### src/rtl/booth_req_master.sv
// Initiator-side sequencer for the booth BREQ/BACK four-phase handshake.
// Buffers operand pairs, issues one multiply at a time, presents products on valid/ready.
module booth_req_master #(
  parameter int W       = 24,
  parameter int DEPTH   = 4,
  parameter int TIMEOUT = 255
) (
  input  logic           CLK,
  input  logic           RSTN,
  input  logic           in_valid,
  output logic           in_ready,
  input  logic [W-1:0]   in_a,
  input  logic [W-1:0]   in_b,
  output logic [W-1:0]   m1,
  output logic [W-1:0]   m2,
  output logic           BREQ,
  input  logic           BACK,
  input  logic [2*W-1:0] res,
  output logic           out_valid,
  input  logic           out_ready,
  output logic [2*W-1:0] out_data,
  output logic           busy,
  output logic           timeout_err,
  output logic [15:0]    job_count
);

  localparam int AW = $clog2(DEPTH);
  localparam int TW = $clog2(TIMEOUT + 1);

  typedef enum logic [1:0] {IDLE, REQ, RELEASE} state_t;

  state_t        state, state_nxt;
  logic [W-1:0]  fifo_a [DEPTH];
  logic [W-1:0]  fifo_b [DEPTH];
  logic [AW-1:0] wr_ptr, rd_ptr;
  logic [AW:0]   count;
  logic [TW-1:0] tmo_cnt;
  logic          push, pop, issue, capture, abort;

  assign in_ready = (count != (AW+1)'(DEPTH));
  assign push     = in_valid && in_ready;
  assign pop      = issue;
  assign busy     = (state != IDLE) || (count != '0);

  // Next-state: issue is gated on BACK low and an empty output register,
  // so a capture can never overwrite an unconsumed product.
  always_comb begin
    state_nxt = state;
    issue     = 1'b0;
    capture   = 1'b0;
    abort     = 1'b0;
    case (state)
      IDLE: begin
        if ((count != '0) && !BACK && !out_valid) begin
          issue     = 1'b1;
          state_nxt = REQ;
        end
      end
      REQ: begin
        if (BACK) begin
          capture   = 1'b1;
          state_nxt = RELEASE;
        end else if (tmo_cnt == TW'(TIMEOUT - 1)) begin
          abort     = 1'b1;
          state_nxt = RELEASE;
        end
      end
      RELEASE: begin
        if (!BACK) state_nxt = IDLE;
      end
      default: state_nxt = IDLE;
    endcase
  end

  // Operand storage carries no reset; occupancy alone defines validity.
  always_ff @(posedge CLK) begin
    if (push) begin
      fifo_a[wr_ptr] <= in_a;
      fifo_b[wr_ptr] <= in_b;
    end
  end

  always_ff @(posedge CLK or negedge RSTN) begin
    if (!RSTN) begin
      state       <= IDLE;
      wr_ptr      <= '0;
      rd_ptr      <= '0;
      count       <= '0;
      tmo_cnt     <= '0;
      BREQ        <= 1'b0;
      m1          <= '0;
      m2          <= '0;
      out_valid   <= 1'b0;
      out_data    <= '0;
      timeout_err <= 1'b0;
      job_count   <= '0;
    end else begin
      state <= state_nxt;
      if (push) wr_ptr <= wr_ptr + 1'b1;
      if (pop)  rd_ptr <= rd_ptr + 1'b1;
      case ({push, pop})
        2'b10:   count <= count + 1'b1;
        2'b01:   count <= count - 1'b1;
        default: ;
      endcase

      if (issue) begin
        m1      <= fifo_a[rd_ptr];
        m2      <= fifo_b[rd_ptr];
        BREQ    <= 1'b1;
        tmo_cnt <= '0;
      end else if ((state == REQ) && !BACK) begin
        tmo_cnt <= tmo_cnt + 1'b1;
      end

      if (capture || abort) BREQ <= 1'b0;
      if (abort) timeout_err <= 1'b1;

      if (capture) begin
        out_data  <= res;
        out_valid <= 1'b1;
        job_count <= job_count + 1'b1;
      end else if (out_valid && out_ready) begin
        out_valid <= 1'b0;
      end
    end
  end

endmodule

### config.mk
export PLATFORM = sky130hd
export DESIGN_NAME = booth_req_master
export DESIGN_NICKNAME = d
export VERILOG_FILES = /design/src/rtl/booth_req_master.sv
export SDC_FILE = /design/constraint.sdc
export NUM_CORES = 1
export LEC_CHECK = 0
export BUFFER_PORTS_ARGS = -buffer_cell sky130_fd_sc_hd__buf_4
export CAP_MARGIN = 40
export CORE_MARGIN = 3
export CORE_UTILIZATION = 58
export CTS_BUF_LIST = sky130_fd_sc_hd__clkbuf_2 sky130_fd_sc_hd__clkbuf_4 sky130_fd_sc_hd__clkbuf_8
export CTS_CLUSTER_DIAMETER = 80
export DETAILED_ROUTE_END_ITERATION = 16
export PLACE_DENSITY = 0.82
export SYNTH_ARGS = -nofsm -noshare
export SYNTH_HDL_FRONTEND = slang
export SYNTH_SLANG_ARGS = --single-unit
### constraint.sdc
create_clock -name CLK -period 2.85 [get_ports CLK]
set_clock_uncertainty 0.1 [all_clocks]
set_input_delay 0.57 -clock CLK [delete_from_list [all_inputs] [get_ports CLK]]
set_output_delay 0.57 -clock CLK [all_outputs]
set_load 0.05 [all_outputs]
==> impl_metrics.yaml, run 1 <==
logic_synthesis:
  synth_top_area_frac: 0.4731
  synth_area_sq_um: 12190
  synth_edf_count: 192
  synth.avg_cell_area_sq_um: 14.90
  yosysWarningCount: 0
  synthArstFlopShare: 0.4074
  ys_dominant_reg_cell: "edfxtp_1"
  syn-num-nets: 928
  yosysSeqAreaShare: 0.7442
  synth_area_leader_cell: "edfxtp_1"
  synth.distinct_cells: 36
  synthTopCellsByArea: "edfxtp_1 (47%), dfrtp_1 (27%), nand2_1 (9.4%)"
  netlist_instances: 818
  synth_seq_cells: 324
pwr:
  vdd_drop_max_uv: 861.2
  leakage_nw: 6.650
  pwr_density_cell_nw_per_um2: 1179
floorplanning:
  start_util: 0.5965
  pin_count: 218
  die_w_um: 150.9
  die_area_sq_um: 22780
  die_y_um: 150.9
  core-area_sq_um: 20430
  core.rowCount: 52
drt:
  ant_nets: 0
  first_pass_iters: 5
  num_vias: 7331
  viasPerCell: 5.324
  drtIter0Drc: 422
  drc: 0
  routedWlPerCell_um: 18.72
  drt_wl_total_mm: 25.78
cells_and_area:
  fill_cells: 1233
  nets: 1177
  final_core_util: 0.7487
  drive_gt1_frac: 0.3469
  synthToLayoutAreaGrowth_pct: 25.52
  antenna_cells: 0
  finalInstanceArea_sq_um: 15290
clock_network:
  clkTransAtPathRegs_ps: 60
  cts_tree: "built"
  cts-root-buf: "clkbuf_8"
  cts_sinks: 324
  cts_hold_buffers: 1
  post_cts_buffers: 0
  clk_path_buf_depth: 3
  clock_latency_ps: 550
  cts_resized: 0
  cts_made_buffers: 50
  h-tree-depth: 2
timing:
  rsz0062_at_grt: "false"
  slew_viol_final: 0
  tightestPinTransition_ps: 674.7
  hold_viol_final: 0
  whs_ps: 110.1
  slew_headroom: 0.5502
  setup_tns_ps: 0
  max_freq_mhz: 443.0
  min_period_ps: 2258
  setup_viol: 0
  period_share: 0.7921
run:
  cap_violations: 0
place:
  portBuffers: 217
  placed_area_sq_um: 14230
  gp_congestion: 0.7620
  dp_hpwl_mm: 16.75
grt:
  gr-total-overflow: 0
  grt_max_degree: 59
  grt_pass1_wl_mm: 39.94
  antenna_found_initial: 0
  track_usage: 0.2292
  grt_pass1_vias: 7395
critical_path:
  crit_arrival_ps: 2630
  start_kind: "flop"
  crit_required_ps: 3220
  critical_path_class: "reg2reg"
  rrSetupSlack_ps: 590
  cp_max_fo: 6
  critPathCaptureType: "flop"
hold_path:
  hp-class: "in2reg"
status:
  outcome: "completed"
-- registers in the layout, indices dropped and copies added (netlist names) --
register and cells:
tmo_cnt 8, m1 24, rd_ptr 2, count 3, fifo_a 96, state 2, fifo_b 96, BREQ 1
timeout_err 1, m2 24, out_valid 1, job_count 16, out_data 48, wr_ptr 2
-- cell families after synthesis --
family	count (synthesis)	synth area share
flops	324	0.7442
simple gates	355	0.1174
mux	50	0.09046
fa+ha+maj	9	0.009858
buf+inv	46	0.01571
compound gates	8	0.003697
xor+xnor	26	0.01869
-- cells in the final DEF (no fill, tap or decap), types with 2 or more instances in the layout --
cell type / instances
buf_4: 223
o21ai_0: 4
a21oi_1: 2
xor2_1: 9
nand2_1: 304
clkinv_2: 2
buf_12: 8
edfxtp_1: 192
dfrtp_1: 130
ha_1: 8
nor3_1: 4
and3_1: 2
nand4_1: 8
or2_2: 2
mux4_2: 48
nor2_1: 13
inv_1: 9
nand3_1: 8
clkbuf_8: 60
clkbuf_4: 28
xnor2_1: 17
and3_2: 4
-- path summary, 6_finish.rpt --
check	start	endpoint	depth (start not counted)
setup reg to reg	count[0]$_DFFE_PN0P_	count[2]$_DFFE_PN0P_	10
hold reg to reg	timeout_err$_DFFE_PN0P_	timeout_err$_DFFE_PN0P_	1
min in group asynchronous	RSTN	out_data[39]$_DFFE_PN0P_	2
hold / removal	res[6]	out_data[6]$_DFFE_PN0P_	3
max in group asynchronous	RSTN	job_count[1]$_DFFE_PN0P_	3
setup / recovery	count[0]$_DFFE_PN0P_	count[2]$_DFFE_PN0P_	10
-- per-layer routing --
metal  routed length (um)  track usage  vias to the layer above
met5                    0            0                        -
met4                  615      0.07752                        0
met3                 2237      0.05745                       51
met2                12720       0.3787                      310
met1                10210       0.3023                     3599
li1                     -            -                     3371
-- report_power, final --
part | switching, W | internal (W) | total (W)
clock network | 0.00167 | 0.00227 | 0.00394
logic | 0.00458 | 0.00236 | 0.00694
registers | 0.000779 | 0.00637 | 0.00715
-- worst max-delay path, cell delays in order, from the launching register on --
cell     delay [ps]
dfrtp_1         400
inv_1           110
nand3_1         180
and2_1          260
inv_1            70
ha_1            170
inv_1            70
fa_1            380
xor2_1          150
nor2_1          130
xor2_1          170
-- metrics by stage --
stage | instances | power, W | setup WS [ps]
floorplan | 818 | 0.01187 | 139.0
global placement | 1284 | 0.01405 | 531.4
detailed placement | 1284 | 0.01427 | 430.9
CTS | 1377 | 0.01825 | 583.0
global route | 1377 | 0.01898 | 438.7
finish | 1377 | 0.01803 | 592.4
-- synth_stat cells (5+ instances only) --
| library cell | instances |
|---|---|
| xnor2_1 | 17 |
| and3_1 | 6 |
| buf_1 | 5 |
| buf_2 | 12 |
| edfxtp_1 | 192 |
| nand4_1 | 8 |
| xor2_1 | 9 |
| nor2_1 | 13 |
| nand2_1 | 304 |
| nand3_1 | 8 |
| dfrtp_1 | 132 |
| inv_1 | 9 |
| ha_1 | 8 |
| mux4_2 | 48 |
| clkbuf_1 | 18 |
-- area by class of cell --
type                    instances  area, sq um  share of cell area
inverters                      10        37.54            0.002454
clock buffers                  88         1036             0.06774
clock inverters                 4        21.27            0.001391
repair buffers                233         1856              0.1213
multi-input cells             448         2933              0.1918
flip-flops and latches        324         9074              0.5933
well taps                     270        337.8             0.02209
(Power assumes the default switching activity.)
==> run 2, diff against run 1 <==
==> constraint.sdc (replaced) <==
create_clock -name CLK -period 2.1 [get_ports CLK]
set_clock_uncertainty 0.1 [all_clocks]
set_input_delay 0.42 -clock CLK [delete_from_list [all_inputs] [get_ports CLK]]
set_output_delay 0.42 -clock CLK [all_outputs]
set_load 0.05 [all_outputs]
==> impl_metrics.yaml, run 2 (same netlist as run 1, synthesis figures left out) <==
grt:
  grt_pass1_wl_mm: 43.80
  grtUsageMet1: 0.3139
  grt_pass1_vias: 8467
  grt_max_degree: 52
  top_usage_layer: "met2"
  track_usage: 0.2491
  antenna_found_initial: 2
  gr-total-overflow: 0
  grt_use_met3: 0.05984
  grt_use_met2: 0.4320
clock_network:
  cts_made_buffers: 50
  clkTransAtPathRegs_ps: 60
  cts_tree: "built"
  clk_path_buf_depth: 3
  cts_sinks: 324
  h-tree-depth: 2
  post_cts_buffers: 0
  clock_latency_ps: 570
  cts-root-buf: "clkbuf_8"
critical_path:
  crit_buf_inv: 3
  start_kind: "flop"
  cp_max_fo: 2
  crit_required_ps: 2480
  critPathCaptureType: "flop"
  startpoint: "state[1]$_DFFE_PN0P_"
  critical_path_class: "reg2reg"
  timing.rr.start: "state[1]$_DFFE_PN0P_"
  crit_chain: "nor4_2 -> buf_4 -> nand2b_2 -> inv_2 -> ha_4 -> inv_2 -> fa_2 -> xor2_1 -> nor2_1 -> xor2_1"
  cpPeakStageDelay_ps: 390
  critPathTopFamily: "adder cells"
  crit_arrival_ps: 2380
  cpMaxStageDelayCell: "dfrtp_1"
timing:
  rsz0062_at_grt: "false"
  tightestPinTransition_ps: 643.2
  period_share: 0.9531
  slew_viol_final: 0
  hold_viol_final: 0
  max_freq_mhz: 499.6
  min_period_ps: 2001
  setup_viol: 0
  slew_headroom: 0.5712
  whs_ps: 206.8
  layout_setup_ws_ps: 98.51
floorplanning:
  die_y_um: 150.9
  pin_count: 218
  start_util: 0.5965
  core-area_sq_um: 20430
  die_area_sq_um: 22780
  die_w_um: 150.9
  core.rowCount: 52
cells_and_area:
  synthToLayoutAreaGrowth_pct: 35.25
  drive_gt1_frac: 0.3336
  final_cell_mix: "nand2_1 (304), buf_4 (239), edfxtp_1 (192)"
  fill_cells: 1053
  reg_top3: "fifo_a (96), fifo_b (96), out_data (48)"
  mostFrequentLayoutCell: "nand2_1"
  nets: 1291
drt:
  ant_nets: 0
  drc: 0
  viasPerCell: 5.296
  num_vias: 7917
  routedWlPerCell_um: 18.80
  first_pass_iters: 5
  drt_wl_total_mm: 28.11
  drtIter0Drc: 388
pwr:
  leakage_nw: 7.160
  vdd_drop_max_uv: 1218
  pwr_density_cell_nw_per_um2: 1527
run:
  cap_violations: 0
place:
  dp_hpwl_mm: 16.87
  gp_congestion: 0.7295
  post-place-ws_ps: -11.89
  portBuffers: 217
hold_path:
  hp-class: "in2reg"
  hold_start: "BACK"
status:
  outcome: "completed"
==> run 2: per-stage QoR <==
stage               cells    util  cell area (sq um)  setup TNS [ps]  power, W
finish               1495  0.8067              16480               0   0.02517
global route         1495  0.8067              16480               0   0.02640
CTS                  1493  0.8059              16460               0   0.02525
detailed placement   1301  0.7047              14400          -11.89   0.01956
global placement     1301  0.7047              14400               0   0.01924
floorplan             818       -              12230          -115.2   0.01615
==> run 2: per-layer routing <==
metal,part of all wire,routed length [um],up-vias
li1,-,-,3598
met1,0.38,10780,3927
met2,0.51,14450,337
met3,0.081,2280,55
met4,0.021,601,0
met5,0,0,-
==> run 2: power breakdown <==
group	leakage (nW)	switching (W)	internal, W	total [W]
Combinational	3.15	0.00655	0.00350	0.0100
Sequential	3.43	0.000970	0.00865	0.00962
Clock	0.582	0.00239	0.00312	0.00550
Total	7.16	0.00990	0.0153	0.0252
==> run 2: worst reg2reg max path, stage by stage, from the launching register on <==
cell	delay, ps
dfrtp_1	390
nor4_2	260
buf_4	150
nand2b_2	60
inv_2	80
ha_4	130
inv_2	30
fa_2	320
xor2_1	150
nor2_1	110
xor2_1	140
==> run 2: path summary, 6_finish.rpt <==
check                                           end  slack [ps]  depth (start not counted)
setup / recovery               count[2]$_DFFE_PN0P_         100                         10
hold / removal                 state[1]$_DFFE_PN0P_         210                          4
setup reg to reg               count[2]$_DFFE_PN0P_         100                         10
hold reg to reg                   m2[9]$_DFFE_PN0N_         370                          2
max in group asynchronous  out_data[23]$_DFFE_PN0P_        1050                          3
min in group asynchronous   out_data[9]$_DFFE_PN0P_         250                          2
==> run 2: layout make-up <==
class                   instances  area (sq um)  area share
clock buffers                  71         883.3     0.05360
multi-input cells             448          2972      0.1803
diodes                          2         5.005   0.0003037
well taps                     270         337.8     0.02050
inverters                      10         37.54    0.002278
flip-flops and latches        324          9075      0.5506
repair buffers                347          2967      0.1800
clock inverters                23         203.9     0.01237
==> run 2: timing repair <==
action / 4_1_cts / 5_1_grt
hold buffers: 98 / 0
hold endpoints to repair: 280 / 0
gates resized for setup: 0 / 4
setup endpoints to repair: 0 / 3
==> run 3, diff against run 2 <==
--- a/config.mk
+++ b/config.mk
@@ -13,6 +13,7 @@
 export CTS_CLUSTER_DIAMETER = 80
 export DETAILED_ROUTE_END_ITERATION = 16
 export PLACE_DENSITY = 0.82
+export REMOVE_ABC_BUFFERS = 1
 export SYNTH_ARGS = -nofsm -noshare
 export SYNTH_HDL_FRONTEND = slang
 export SYNTH_SLANG_ARGS = --single-unit
==> impl_metrics.yaml, run 3 (same netlist as run 1, synthesis figures left out) <==
critical_path:
  cp_max_fo: 3
  crit_required_ps: 2450
  critPathCaptureType: "flop"
  critical_path_class: "reg2reg"
  crit_arrival_ps: 2420
  start_kind: "flop"
  reg2regPathDepth: 10
pwr:
  leakage_nw: 7.129
  p_int_w: 0.01535
  power_frac_comb: 0.403
  clock_power_share: 0.216
  seq_power_share: 0.381
  switching_share: 0.3905
  vdd_drop_max_uv: 1010
  pwr_density_cell_nw_per_um2: 1532
  power.switching_w: 0.009834
timing:
  max_freq_mhz: 483.3
  period_share: 0.9852
  min_period_ps: 2069
  slew_headroom: 0.5363
  setup_tns_ps: 0
  tightestPinTransition_ps: 695.6
  setup_viol: 0
  hold_viol_final: 0
  rsz0062_at_grt: "true"
  slew_viol_final: 0
hold_path:
  hp-class: "in2reg"
  worstHoldPathCells: 3
cells_and_area:
  nets: 1286
  synthToLayoutAreaGrowth_pct: 34.87
  drive_gt1_frac: 0.3256
  final_cells: 1485
  final_cell_mix: "nand2_1 (304), buf_4 (233), edfxtp_1 (192)"
  mostFrequentLayoutCell: "nand2_1"
  reg_top3: "fifo_a (96), fifo_b (96), out_data (48)"
clock_network:
  h-tree-depth: 2
  cts_sinks: 324
  cts_tree: "built"
  clkTransAtPathRegs_ps: 60
  clock_latency_ps: 540
  cts_made_buffers: 49
  cts-root-buf: "clkbuf_8"
  clk_path_buf_depth: 3
floorplanning:
  core.rowCount: 52
  start_util: 0.5965
  die_area_sq_um: 22780
  core-area_sq_um: 20430
  die_y_um: 150.9
  die_w_um: 150.9
  pin_count: 218
grt:
  antenna_found_initial: 1
  grt_max_degree: 59
  gr-total-overflow: 0
  grt_pass1_wl_mm: 45.12
  track_usage: 0.2592
  grt_pass1_vias: 8426
drt:
  num_vias: 7930
  routedWlPerCell_um: 19.67
  drc: 0
  first_pass_iters: 5
  drtIter0Drc: 402
  viasPerCell: 5.340
  ant_nets: 0
  drt_wl_total_mm: 29.21
place:
  dp_hpwl_mm: 16.37
  dp_cells: 1295
  portBuffers: 217
  gp_congestion: 0.7460
run:
  cap_violations: 0
status:
  outcome: "completed"
[run 3: cell types whose count changed in the layout (fill, tap and decap cells not counted), moves of 2 or more]
cell	previous run	this run
buf_4	239	233
clkinv_2	12	6
buf_12	9	11
clkbuf_8	56	59
[run 3: critical path: stages (launching register included)]
cell and delay (ps):
dfrtp_1 400, inv_2 90, nand3_1 90, and2_1 190, inv_1 110, ha_4 150, inv_2 40, fa_2 320
xor2_1 150, nor2_1 140, xor2_1 200
[run 3: layout make-up]
| class | instances | area, sq um |
|---|---|---|
| antenna | 2 | 5.005 |
| clock buffer | 74 | 924.6 |
| clock inverter | 14 | 138.9 |
| fill | 1060 | 3995 |
| inverter | 10 | 37.54 |
| multi-input combinational | 448 | 2954 |
| sequential | 324 | 9074 |
| tap | 270 | 337.8 |
| timing repair buffer | 343 | 2963 |
[run 3: final timing paths]
kind	from	to	slack, ps
setup / recovery	count[1]$_DFFE_PN0P_	count[2]$_DFFE_PN0P_	30
hold / removal	res[35]	out_data[35]$_DFFE_PN0P_	40
setup reg to reg	count[1]$_DFFE_PN0P_	count[2]$_DFFE_PN0P_	30
hold reg to reg	out_data[40]$_DFFE_PN0P_	out_data[40]$_DFFE_PN0P_	380
max in group asynchronous	RSTN	rd_ptr[0]$_DFFE_PN0N_	1030
min in group asynchronous	RSTN	job_count[14]$_DFFE_PN0P_	260
[run 3: power groups by stage]
| stage | clock [W] | combinational (W) | sequential, W |
|---|---|---|---|
| after floorplan | 0 | 0.00307 | 0.0129 |
| after global placement | 0 | 0.00965 | 0.00955 |
| after detailed placement | 0 | 0.00985 | 0.00964 |
| after CTS | 0.00553 | 0.0101 | 0.00953 |
| after global routing | 0.00589 | 0.0108 | 0.00976 |
| final | 0.00544 | 0.0102 | 0.00959 |
[run 3: routing by layer]
layer / up-vias / track usage / part of all wire
met5: - / 0 / 0
met4: 0 / 0.08296 / 0.021
met3: 43 / 0.04937 / 0.074
met2: 329 / 0.4630 / 0.52
met1: 3973 / 0.3219 / 0.39
li1: 3585 / - / -
[run 3: stage by stage]
step           area (sq um)  hold WS [ps]  power [W]  utilization  setup WS (ps)
2_1_floorplan         12030         24.41    0.01602            -          -1463
3_3_place_gp          14350         250.6    0.01919       0.7023         -34.64
3_5_place_dp          14350         251.0    0.01948       0.7023         -39.42
4_1_cts               16410         12.46    0.02514       0.8032          34.55
5_1_grt               16430         28.73    0.02643       0.8043         -98.25
6_report              16430         43.74    0.02519       0.8044          30.99
[run 3: repair_timing]
| item | in CTS | in global routing |
|---|---|---|
| setup buffers | 2 | 1 |
| resized for setup | 4 | 3 |
| endpoints found under the hold margin | 276 | 0 |
| hold buffers | 97 | 0 |
| pin swaps | 3 | 3 |
| endpoints found under the setup margin | 1 | 1 |
